### src/rtl/weight_stream_sink_pkg.sv
// Shared types and helpers for the weight stream sink.
package weight_stream_sink_pkg;

   // The sink is either accepting beats or holding a complete tensor.
   typedef enum logic {
      FILL = 1'b0,
      FULL = 1'b1
   } sink_state_t;

   // Read-address width: one extra bit so out-of-range addresses are expressible.
   function automatic int addr_w(input int depth);
      return $clog2(depth) + 1;
   endfunction

endpackage

### src/rtl/weight_stream_sink_if.sv
// Valid/ready beat stream carrying P elements of W bits each.
// Element j of a beat sits at bits [W*j+W-1:W*j] of the flattened word.
interface weight_stream_sink_if
   import weight_stream_sink_pkg::*;
#(
   parameter int W = 16,
   parameter int P = 1
) ();

   logic [P-1:0][W-1:0] data_in;
   logic                data_in_valid;
   logic                data_in_ready;

   modport master (
      output data_in,
      output data_in_valid,
      input  data_in_ready
   );

   modport slave (
      input  data_in,
      input  data_in_valid,
      output data_in_ready
   );

endinterface

### src/rtl/weight_sink_ram.sv
// Simple dual-port tensor buffer: one write port, one read port whose
// output passes through two clock-enabled registers so it matches the
// timing of the parameter ROMs it can replace.
module weight_sink_ram
   import weight_stream_sink_pkg::*;
#(
   parameter int DEPTH = 32,
   parameter int WIDTH = 16,
   parameter int AW    = addr_w(DEPTH)
) (
   input  logic                      clk,
   input  logic                      rst_n,
   input  logic                      we,
   input  logic [$clog2(DEPTH)-1:0]  wr_addr,
   input  logic [WIDTH-1:0]          wr_data,
   input  logic [AW-1:0]             rd_addr,
   input  logic                      rd_ce,
   output logic [WIDTH-1:0]          rd_data
);

   localparam int IW = $clog2(DEPTH);

   logic [WIDTH-1:0] mem [DEPTH];
   logic [WIDTH-1:0] stage0;
   logic             in_range;

   assign in_range = (rd_addr < AW'(DEPTH));

   // Storage write; contents survive reset on purpose.
   always_ff @(posedge clk) begin
      if (we) begin
         mem[wr_addr] <= wr_data;
      end
   end

   // First read stage: array lookup. Non-blocking update gives read-first
   // behaviour on a same-address collision. Out-of-range reads return zero
   // and touch nothing else.
   always_ff @(posedge clk or negedge rst_n) begin
      if (!rst_n) begin
         stage0 <= '0;
      end else if (rd_ce) begin
         stage0 <= in_range ? mem[rd_addr[IW-1:0]] : '0;
      end
   end

   // Second read stage: output register.
   always_ff @(posedge clk or negedge rst_n) begin
      if (!rst_n) begin
         rd_data <= '0;
      end else if (rd_ce) begin
         rd_data <= stage0;
      end
   end

endmodule

### src/rtl/weight_stream_sink.sv
// Receiving end of the weight-source stream. Lands one tensor in a local
// buffer beat by beat, raises tensor_done once the last beat is stored and
// holds off further beats until the consumer releases the buffer.
module weight_stream_sink
   import weight_stream_sink_pkg::*;
#(
   parameter int WEIGHT_TENSOR_SIZE_DIM_0 = 32,
   parameter int WEIGHT_TENSOR_SIZE_DIM_1 = 1,
   parameter int WEIGHT_PRECISION_0       = 16,
   parameter int WEIGHT_PRECISION_1       = 3,
   parameter int WEIGHT_PARALLELISM_DIM_0 = 1,
   parameter int WEIGHT_PARALLELISM_DIM_1 = 1,
   parameter int IN_DEPTH = (WEIGHT_TENSOR_SIZE_DIM_0 * WEIGHT_TENSOR_SIZE_DIM_1) /
                            (WEIGHT_PARALLELISM_DIM_0 * WEIGHT_PARALLELISM_DIM_1)
) (
   input  logic                               clk,
   input  logic                               rst,
   weight_stream_sink_if.slave                s_in,
   input  logic                               tensor_release,
   output logic                               tensor_done,
   input  logic [addr_w(IN_DEPTH)-1:0]        rd_addr,
   input  logic                               rd_ce,
   output logic [WEIGHT_PRECISION_0*WEIGHT_PARALLELISM_DIM_0*WEIGHT_PARALLELISM_DIM_1-1:0] rd_data
);

   localparam int P      = WEIGHT_PARALLELISM_DIM_0 * WEIGHT_PARALLELISM_DIM_1;
   localparam int W      = WEIGHT_PRECISION_0;
   localparam int WORD_W = W * P;
   localparam int AW     = addr_w(IN_DEPTH);
   localparam int IW     = $clog2(IN_DEPTH);
   localparam logic [AW-1:0] LAST_ADDR = AW'(IN_DEPTH - 1);

   // Elaboration-time sanity on the configuration.
   if (IN_DEPTH < 2) begin : g_depth_check
      $error("weight_stream_sink: IN_DEPTH must be at least 2");
   end
   if (WEIGHT_PRECISION_1 > WEIGHT_PRECISION_0) begin : g_frac_check
      $error("weight_stream_sink: fractional bits exceed element width");
   end

   logic [1:0]        rst_sync;
   logic              rst_n_int;
   sink_state_t       state;
   logic [AW-1:0]     wr_cnt;
   logic              ready_q;
   logic              done_q;
   logic              xfer;
   logic [WORD_W-1:0] wr_word;

   // Reset synchroniser: assert immediately, release after two clean edges.
   always_ff @(posedge clk or negedge rst) begin
      if (!rst) begin
         rst_sync <= 2'b00;
      end else begin
         rst_sync <= {rst_sync[0], 1'b1};
      end
   end

   assign rst_n_int = rst_sync[1];

   // Ready comes from registered state only; gating by the synchronised
   // reset keeps the sink closed until reset has fully released.
   assign s_in.data_in_ready = ready_q & rst_n_int;
   assign tensor_done        = done_q;
   assign xfer               = s_in.data_in_valid & s_in.data_in_ready;

   // Beat packing: element j of the beat lands at bits [W*j +: W].
   assign wr_word = s_in.data_in;

   // Fill/full control with registered ready and done flags.
   always_ff @(posedge clk or negedge rst_n_int) begin
      if (!rst_n_int) begin
         state   <= FILL;
         wr_cnt  <= '0;
         ready_q <= 1'b1;
         done_q  <= 1'b0;
      end else begin
         case (state)
            FILL: begin
               // Release is meaningless while filling, even on the last beat.
               if (xfer) begin
                  if (wr_cnt == LAST_ADDR) begin
                     wr_cnt  <= '0;
                     state   <= FULL;
                     ready_q <= 1'b0;
                     done_q  <= 1'b1;
                  end else begin
                     wr_cnt <= wr_cnt + 1'b1;
                  end
               end
            end
            FULL: begin
               if (tensor_release) begin
                  wr_cnt  <= '0;
                  state   <= FILL;
                  ready_q <= 1'b1;
                  done_q  <= 1'b0;
               end
            end
            default: begin
               state <= FILL;
            end
         endcase
      end
   end

   weight_sink_ram #(
      .DEPTH (IN_DEPTH),
      .WIDTH (WORD_W),
      .AW    (AW)
   ) u_ram (
      .clk     (clk),
      .rst_n   (rst_n_int),
      .we      (xfer),
      .wr_addr (wr_cnt[IW-1:0]),
      .wr_data (wr_word),
      .rd_addr (rd_addr),
      .rd_ce   (rd_ce),
      .rd_data (rd_data)
   );

endmodule
### src/flat_wrapper.sv
// flat-port wrapper written by rule: the top's interface ports become plain ports
module weight_stream_sink_flat import weight_stream_sink_pkg::*;
#(
   parameter int WEIGHT_TENSOR_SIZE_DIM_0 = 32,
   parameter int WEIGHT_TENSOR_SIZE_DIM_1 = 1,
   parameter int WEIGHT_PRECISION_0       = 16,
   parameter int WEIGHT_PRECISION_1       = 3,
   parameter int WEIGHT_PARALLELISM_DIM_0 = 1,
   parameter int WEIGHT_PARALLELISM_DIM_1 = 1,
   parameter int IN_DEPTH = (WEIGHT_TENSOR_SIZE_DIM_0 * WEIGHT_TENSOR_SIZE_DIM_1) /
                            (WEIGHT_PARALLELISM_DIM_0 * WEIGHT_PARALLELISM_DIM_1)
)
  (clk, rst, tensor_release, tensor_done, rd_addr, rd_ce, rd_data, s_in_data_in, s_in_data_in_valid, s_in_data_in_ready);
  weight_stream_sink_if s_in_i ();
  input  logic clk;
  input  logic rst;
  input  logic tensor_release;
  output logic tensor_done;
  input  logic [addr_w(IN_DEPTH)-1:0] rd_addr;
  input  logic rd_ce;
  output logic [WEIGHT_PRECISION_0*WEIGHT_PARALLELISM_DIM_0*WEIGHT_PARALLELISM_DIM_1-1:0] rd_data;
  input wire logic [$bits(s_in_i.data_in)-1:0] s_in_data_in;
  input wire logic [$bits(s_in_i.data_in_valid)-1:0] s_in_data_in_valid;
  output wire logic [$bits(s_in_i.data_in_ready)-1:0] s_in_data_in_ready;
  assign s_in_i.data_in = s_in_data_in;
  assign s_in_i.data_in_valid = s_in_data_in_valid;
  assign s_in_data_in_ready = s_in_i.data_in_ready;
  weight_stream_sink #(.WEIGHT_TENSOR_SIZE_DIM_0(WEIGHT_TENSOR_SIZE_DIM_0), .WEIGHT_TENSOR_SIZE_DIM_1(WEIGHT_TENSOR_SIZE_DIM_1), .WEIGHT_PRECISION_0(WEIGHT_PRECISION_0), .WEIGHT_PRECISION_1(WEIGHT_PRECISION_1), .WEIGHT_PARALLELISM_DIM_0(WEIGHT_PARALLELISM_DIM_0), .WEIGHT_PARALLELISM_DIM_1(WEIGHT_PARALLELISM_DIM_1), .IN_DEPTH(IN_DEPTH)) u_core (.clk(clk), .rst(rst), .s_in(s_in_i), .tensor_release(tensor_release), .tensor_done(tensor_done), .rd_addr(rd_addr), .rd_ce(rd_ce), .rd_data(rd_data));
endmodule
### config.mk
export PLATFORM = sky130hd
export DESIGN_NAME = weight_stream_sink_flat
export DESIGN_NICKNAME = d
export VERILOG_FILES = /design/src/rtl/weight_stream_sink_pkg.sv /design/src/rtl/weight_stream_sink_if.sv /design/src/rtl/weight_sink_ram.sv /design/src/rtl/weight_stream_sink.sv /design/src/flat_wrapper.sv
export SDC_FILE = /design/constraint.sdc
export NUM_CORES = 1
export LEC_CHECK = 0
export CAP_MARGIN = 20
export CORE_ASPECT_RATIO = 0.75
export CORE_MARGIN = 3
export CORE_UTILIZATION = 40
export CTS_CLUSTER_SIZE = 24
export DETAILED_ROUTE_END_ITERATION = 12
export SYNTH_ARGS = -nofsm -noshare
export SYNTH_HDL_FRONTEND = slang
export SYNTH_SLANG_ARGS = --single-unit
### constraint.sdc
create_clock -name clk -period 1.8 [get_ports clk]
set_input_delay 0.18 -clock clk [delete_from_list [all_inputs] [get_ports clk]]
set_output_delay 0.18 -clock clk [all_outputs]
set_load 0.05 [all_outputs]
==> impl_metrics.ini, run 1 <==
[status]
status = complete, no violations

[placed_design]
dpl_worst_slack_ps = -518
dpl_cell_area_um2 = 24800
io_buffers = 44
gp_congestion = 0.788
place_hpwl_um = 32400

[worst_hold_path]
hold_class = primary input to flop
min_from = tensor_release

[detailed_routing]
viasPerCell = 5.41
wl_um = 52200
vias = 11098
drtIter0Drc = 1188
wl_per_cell_um = 25.4
final_antenna_net_count = 0
first_pass_iters = 5
drc = 0

[timing]
min_period_ps = 1780
period_share_pct = 98.9
finalSetupViolations = 0
worstMarginPinSlew_ps = 650
maxSlewHeadroom_pct = 56.1
fmax_ghz = 0.562
fin_ws_ps = 19.9
fin_tns_setup_ps = 0
fin_skew_ps = 18.1
rsz0062_at_grt = yes
hold_viol_final = 0
slew_viol_final = 0

[clock_tree]
cts_htree_levels = 2
clkTransAtPathRegs_ps = 60
clk_latency_ps = 600
cts_buffers = 52
cts_root_buffer = clkbuf_16
clock_path_buffers = 3
cts.sinks = 555
cts_tree = built

[grt]
grt_first_pass_wirelength_um = 76500
grt_max_degree = 42
grt_pass1_vias = 11025
grt-ovfl-total = 0
antenna_found_initial = 1
track_usage_pct = 18.4

[yosys]
netlist_area_um2 = 21700
post-synth-top-count-cell = edfxtp_1
synth_edf_count = 512
synthTopCellsByArea = edfxtp_1 71%, mux4_2 6.6%, mux2i_1 6.1%
yosysTopAreaCell = edfxtp_1
syn_nets = 1139
ys_types = 42
synth_commonest_cells = 512 x edfxtp_1, 132 x mux2i_1, 64 x mux4_2
ys_seq_area_share_pct = 75.8
synth_top_area_share_pct = 70.8
synth_ff_type = edfxtp_1
avgSynthCellArea_um2 = 19.6
synthArstFlopShare_pct = 7.75
ys_ff_latch = 555
ys_warn_count = 0
synthCells = 1108

[pwr]
p_leak_nw = 9.17
p_total_w = 0.0287
irDropWorstVdd_mv = 0.751
powerDensity_nw_per_um2 = 1080

[setup_path]
rrSetupSlack_ps = 20
path_class = flop to flop
crit_fanout = 1
crit_path_start = u_core.u_ram.mem[11][5]$_DFFE_PP_
r2r_start = u_core.u_ram.mem[11][5]$_DFFE_PP_
start_kind = flop
crit_required_ps = 2260
worstPathArrival_ps = 2240
crit_path_end_kind = flop

[finish]
finalNetCount = 1329
fin_area_um2 = 26500
drive_gt1_share_pct = 30.1
fillerInstances = 4343
area_growth_pct = 22.3
finalCoreUtilization_pct = 49.7

[job]
drv_cap = 0

[floorplanning]
num_io_pins = 45
start_util_pct = 40.7
dieArea_um2 = 57100
coreArea_um2 = 53300
die_w_um = 275
die_y_um = 208
row_count = 73
==> final cells by class <==
cell class | instances | area, µm² | area share [%]
clock buffers | 64 | 1370 | 5.15
inverters | 19 | 71.3 | 0.269
clock inverters | 32 | 285 | 1.08
diodes | 1 | 2.50 | 0.00943
multi-input cells | 467 | 5140 | 19.4
flip-flops and latches | 555 | 16500 | 62.0
repair buffers | 203 | 2320 | 8.74
well taps | 712 | 891 | 3.36
==> flip-flops by register name, summed over array words and instances (netlist names) <==
| register | cells |
|---|---|
| u_core.ready_q | 1 |
| u_core.u_ram.stage0 | 16 |
| u_core.u_ram.rd_data | 16 |
| u_core.wr_cnt | 6 |
| u_core.tensor_done | 1 |
| u_core.rst_sync | 2 |
| u_core.state | 1 |
| u_core.u_ram.mem | 512 |
==> routing by layer <==
metal | vias up | GRT usage, % | share of wire [%]
met5 | - | 0.934 | 0.14
met4 | 2 | 4.44 | 1.9
met3 | 70 | 3.94 | 7.6
met2 | 367 | 26.2 | 44
met1 | 5773 | 28.8 | 47
li1 | 4886 | - | -
==> through the flow <==
step / std cells / hold slack, ps
after CTS: 2052 / 211
after global routing: 2052 / 250
after global placement: 1955 / 338
after floorplan: 1108 / -116
final: 2053 / 238
after detailed placement: 1955 / 339
==> where the power goes <==
part | internal, W | switching, W | total, W
clock network | 0.00611 | 0.00463 | 0.0107
logic | 0.00122 | 0.00194 | 0.00316
registers | 0.0146 | 0.000224 | 0.0148
total | 0.0219 | 0.00680 | 0.0287
==> logic make-up after synthesis <==
group | count (synthesis) | synth area share, %
buf+inv | 86 | 2.12
simple gates | 88 | 1.87
compound gates | 131 | 4.69
fa+ha+maj | 4 | 0.231
flops | 555 | 75.8
mux | 241 | 15.2
xor+xnor | 2 | 0.0807
other cells | 1 | 0.0173
==> worst paths after layout <==
| kind | endpoint | depth (start not counted) |
|---|---|---|
| setup / recovery | u_core.u_ram.stage0[5]$_DFFE_PN0P_ | 4 |
| hold / removal | u_core.wr_cnt[1]$_DFFE_PN0P_ | 2 |
| setup reg to reg | u_core.u_ram.stage0[5]$_DFFE_PN0P_ | 4 |
| hold reg to reg | u_core.rst_sync[1]$_DFF_PN0_ | 0 |
| max in group asynchronous | u_core.u_ram.rd_data[1]$_DFFE_PN0P_ | 1 |
| min in group asynchronous | u_core.rst_sync[1]$_DFF_PN0_ | 2 |
==> worst max-delay path: stages (launching register included) <==
cell,delay (ps)
edfxtp_1,380
mux4_2,470
mux2_4,320
a221oi_4,350
o22ai_1,130
==> what timing repair did <==
| item | in CTS | in global routing |
|---|---|---|
| setup endpoints to repair | 18 | 7 |
| gates cloned | 0 | 0 |
| pin swaps | 1 | 0 |
| endpoints found under the hold margin | 2 | 0 |
| hold buffers | 1 | 0 |
| gates resized for setup | 19 | 7 |
| setup buffers | 0 | 0 |
==> layout by cell type (no fill, tap or decap), drive strengths merged, types with 22 or more instances in the layout <==
cell,Yosys,final
a21oi,30,30
mux4,64,64
dfrtp,42,42
clkbuf,39,64
clkinv,0,23
clkdlybuf4s50,0,23
mux2i,132,132
inv,19,22
a221oi,29,29
edfxtp,512,512
buf,28,164
a22o,30,30
nor2,39,39
mux2,45,45
No activity file was read; power rests on OpenSTA's default activity.
==> run 2: changes to the inputs <==
Settings changed: ABC_AREA from default to 1, RECOVER_POWER from default to 25.
==> impl_metrics.ini, run 2 <==
[placed_design]
gp_congestion = 0.918
dp_cells = 2684
place_hpwl_um = 37100
io_buffers = 44

[setup_path]
crit_path_start = u_core.ready_q$_DFFE_PN1P_
start_kind = flop
r2r_start = u_core.ready_q$_DFFE_PN1P_
worstPathArrival_ps = 1960
cp_common_cell = nand2_8
crit_required_ps = 2090
crit_path_end_kind = flop
path_class = flop to flop
slowest_delay_ps = 550
slowest_stage = dfstp_2
path_cells = nand2_4 > inv_8 > nand2_8 > inv_12 > nand2_8 > nor2_4 > buf_4
crit_fanout = 8
rrSetupSlack_ps = 130

[finish]
antennaDiodeCount = 0
mostFrequentLayoutCell = nand2_1
drive_gt1_share_pct = 11.1
largest_reg_flops = 512
finalCoreUtilization_pct = 48.1
area_growth_pct = 17.5
layout_common_cells = 736 x nand2_1, 512 x edfxtp_1, 438 x nand3_1, 53 x clkbuf_16, 52 x buf_12
top_register = u_core.u_ram.mem
reg_top3 = u_core.u_ram.mem: 512 flops, u_core.u_ram.rd_data: 16 flops, u_core.u_ram.stage0: 16 flops
fin_cells = 2779
finalNetCount = 2047

[yosys]
synth_edf_count = 512
synth_top_area_share_pct = 68.1
synthCells = 1925
syn_nets = 1956
yosysTopAreaCell = edfxtp_1
netlist_area_um2 = 22600
synthTopCellsByArea = edfxtp_1 68%, nand2_1 12%, nand3_1 9.7%
post-synth-top-count-cell = nand2_1
ys_warn_count = 0
synth_commonest_cells = 742 x nand2_1, 512 x edfxtp_1, 438 x nand3_1
synth_ff_type = edfxtp_1
ys_ff_latch = 555
avgSynthCellArea_um2 = 11.7
synthArstFlopShare_pct = 7.75
ys_types = 23
ys_seq_area_share_pct = 72.9

[timing]
period_share_pct = 92.9
slew_viol_final = 0
fin_skew_ps = 26.4
maxSlewHeadroom_pct = 28.7
rsz0062_at_grt = no
finalSetupViolations = 0
worstMarginPinSlew_ps = 1070
min_period_ps = 1670
hold_viol_final = 0
fmax_ghz = 0.598

[detailed_routing]
drtIter0Drc = 1952
first_pass_iters = 5
drc = 0
wl_per_cell_um = 21.6
wl_um = 60200
viasPerCell = 5.34
final_antenna_net_count = 0
vias = 14831

[floorplanning]
die_w_um = 280
die_y_um = 212
row_count = 74
dieArea_um2 = 59300
coreArea_um2 = 55100
num_io_pins = 45
start_util_pct = 41.0

[worst_hold_path]
hold_class = primary input to flop
min_from = tensor_release

[job]
drv_cap = 0

[grt]
grt_pass1_vias = 14389
grt_max_degree = 83
antenna_found_initial = 0
grt-ovfl-total = 0
track_usage_pct = 20.5
grt_first_pass_wirelength_um = 90600

[pwr]
irDropWorstVdd_mv = 1.02
p_leak_nw = 9.82
powerDensity_nw_per_um2 = 1060

[clock_tree]
cts_tree = built
clock_path_buffers = 3
cts.sinks = 555
cts_root_buffer = clkbuf_16
cts_htree_levels = 2
clk_latency_ps = 590
cts_setup_buffers = 0
clkTransAtPathRegs_ps = 60
cts_buffers = 51

[status]
status = complete, no violations
==> run 2: cell types whose count changed after synthesis, moves of 30 or more <==
| cell | before | now |
|---|---|---|
| nand2_1 | 19 | 742 |
| mux2i_1 | 132 | 0 |
| buf_2 | 3 | 43 |
| a22o_1 | 30 | 0 |
| nand3_1 | 4 | 438 |
| mux4_2 | 64 | 0 |
| mux2_2 | 38 | 0 |
==> run 2: worst paths after layout <==
kind	endpoint	cells after the start
setup / recovery	u_core.u_ram.mem[18][1]$_DFFE_PP_	7
hold / removal	u_core.state$_DFF_PN0_	2
setup reg to reg	u_core.u_ram.mem[18][1]$_DFFE_PP_	7
hold reg to reg	u_core.rst_sync[1]$_DFF_PN0_	0
max in group asynchronous	u_core.u_ram.rd_data[14]$_DFFE_PN0P_	1
min in group asynchronous	u_core.rst_sync[1]$_DFF_PN0_	2
==> run 2: worst max-delay path: cells and delay by family (launching register included) <==
| family | cells | cell delay [ps] |
|---|---|---|
| DFF | 1 | 550 |
| and+or+nand+nor | 4 | 480 |
| buffers and inverters | 3 | 350 |
==> run 2: power by group <==
group	internal [W]	leakage [nW]	total [W]	switching (W)
clock	0.00620	0.810	0.0108	0.00461
sequential	0.0144	5.15	0.0145	0.000142
combinational	0.000789	3.85	0.00288	0.00209
total	0.0214	9.82	0.0282	0.00684
==> run 2: kinds of logic (layout without fill, tap and decap cells) <==
| logic type | Yosys count | count (layout) | synth area share (%) |
|---|---|---|---|
| DFF | 555 | 555 | 72.9 |
| other | 1 | 1 | 0.0166 |
| adders and majority gates | 4 | 4 | 0.222 |
| buffers and inverters | 133 | 265 | 3.85 |
| and+or+nand+nor | 1225 | 1225 | 22.9 |
| AOI/OAI and AO/OA | 7 | 7 | 0.155 |
==> run 2: area by class of cell <==
class	count	area, µm²
fillers	4851	28600
flip-flops and latches	555	16500
multi-input cells	1237	5570
repair buffers	152	1840
clock buffers	71	1410
well taps	722	903
clock inverters	23	239
inverters	19	98.8
==> run 2: timing repair <==
item                                   in CTS  in global routing
setup endpoints to repair                  17                  0
resized for setup                          17                  0
hold buffers                                1                  0
endpoints found under the hold margin       2                  0
==> run 2: routing by layer <==
metal,track usage (%),wire length (µm),part of all wire (%)
met1,30.8,27000,45
met2,30.1,26200,43
met3,4.95,5640,9.4
met4,5.01,1340,2.2
met5,0,0,0
==> run 2: metrics by stage <==
step                      hold slack [ps]  total power (W)  instance area, µm²  setup TNS (ps)  setup WS [ps]
after floorplan                      -116           0.0164               22900          -41080           -104
after global placement                340           0.0177               25100               0           35.4
after detailed placement              340           0.0178               25100               0           28.3
after CTS                             170           0.0284               26700               0            111
after global routing                  201           0.0292               26500               0           64.2
final                                 195           0.0282               26500               0            128
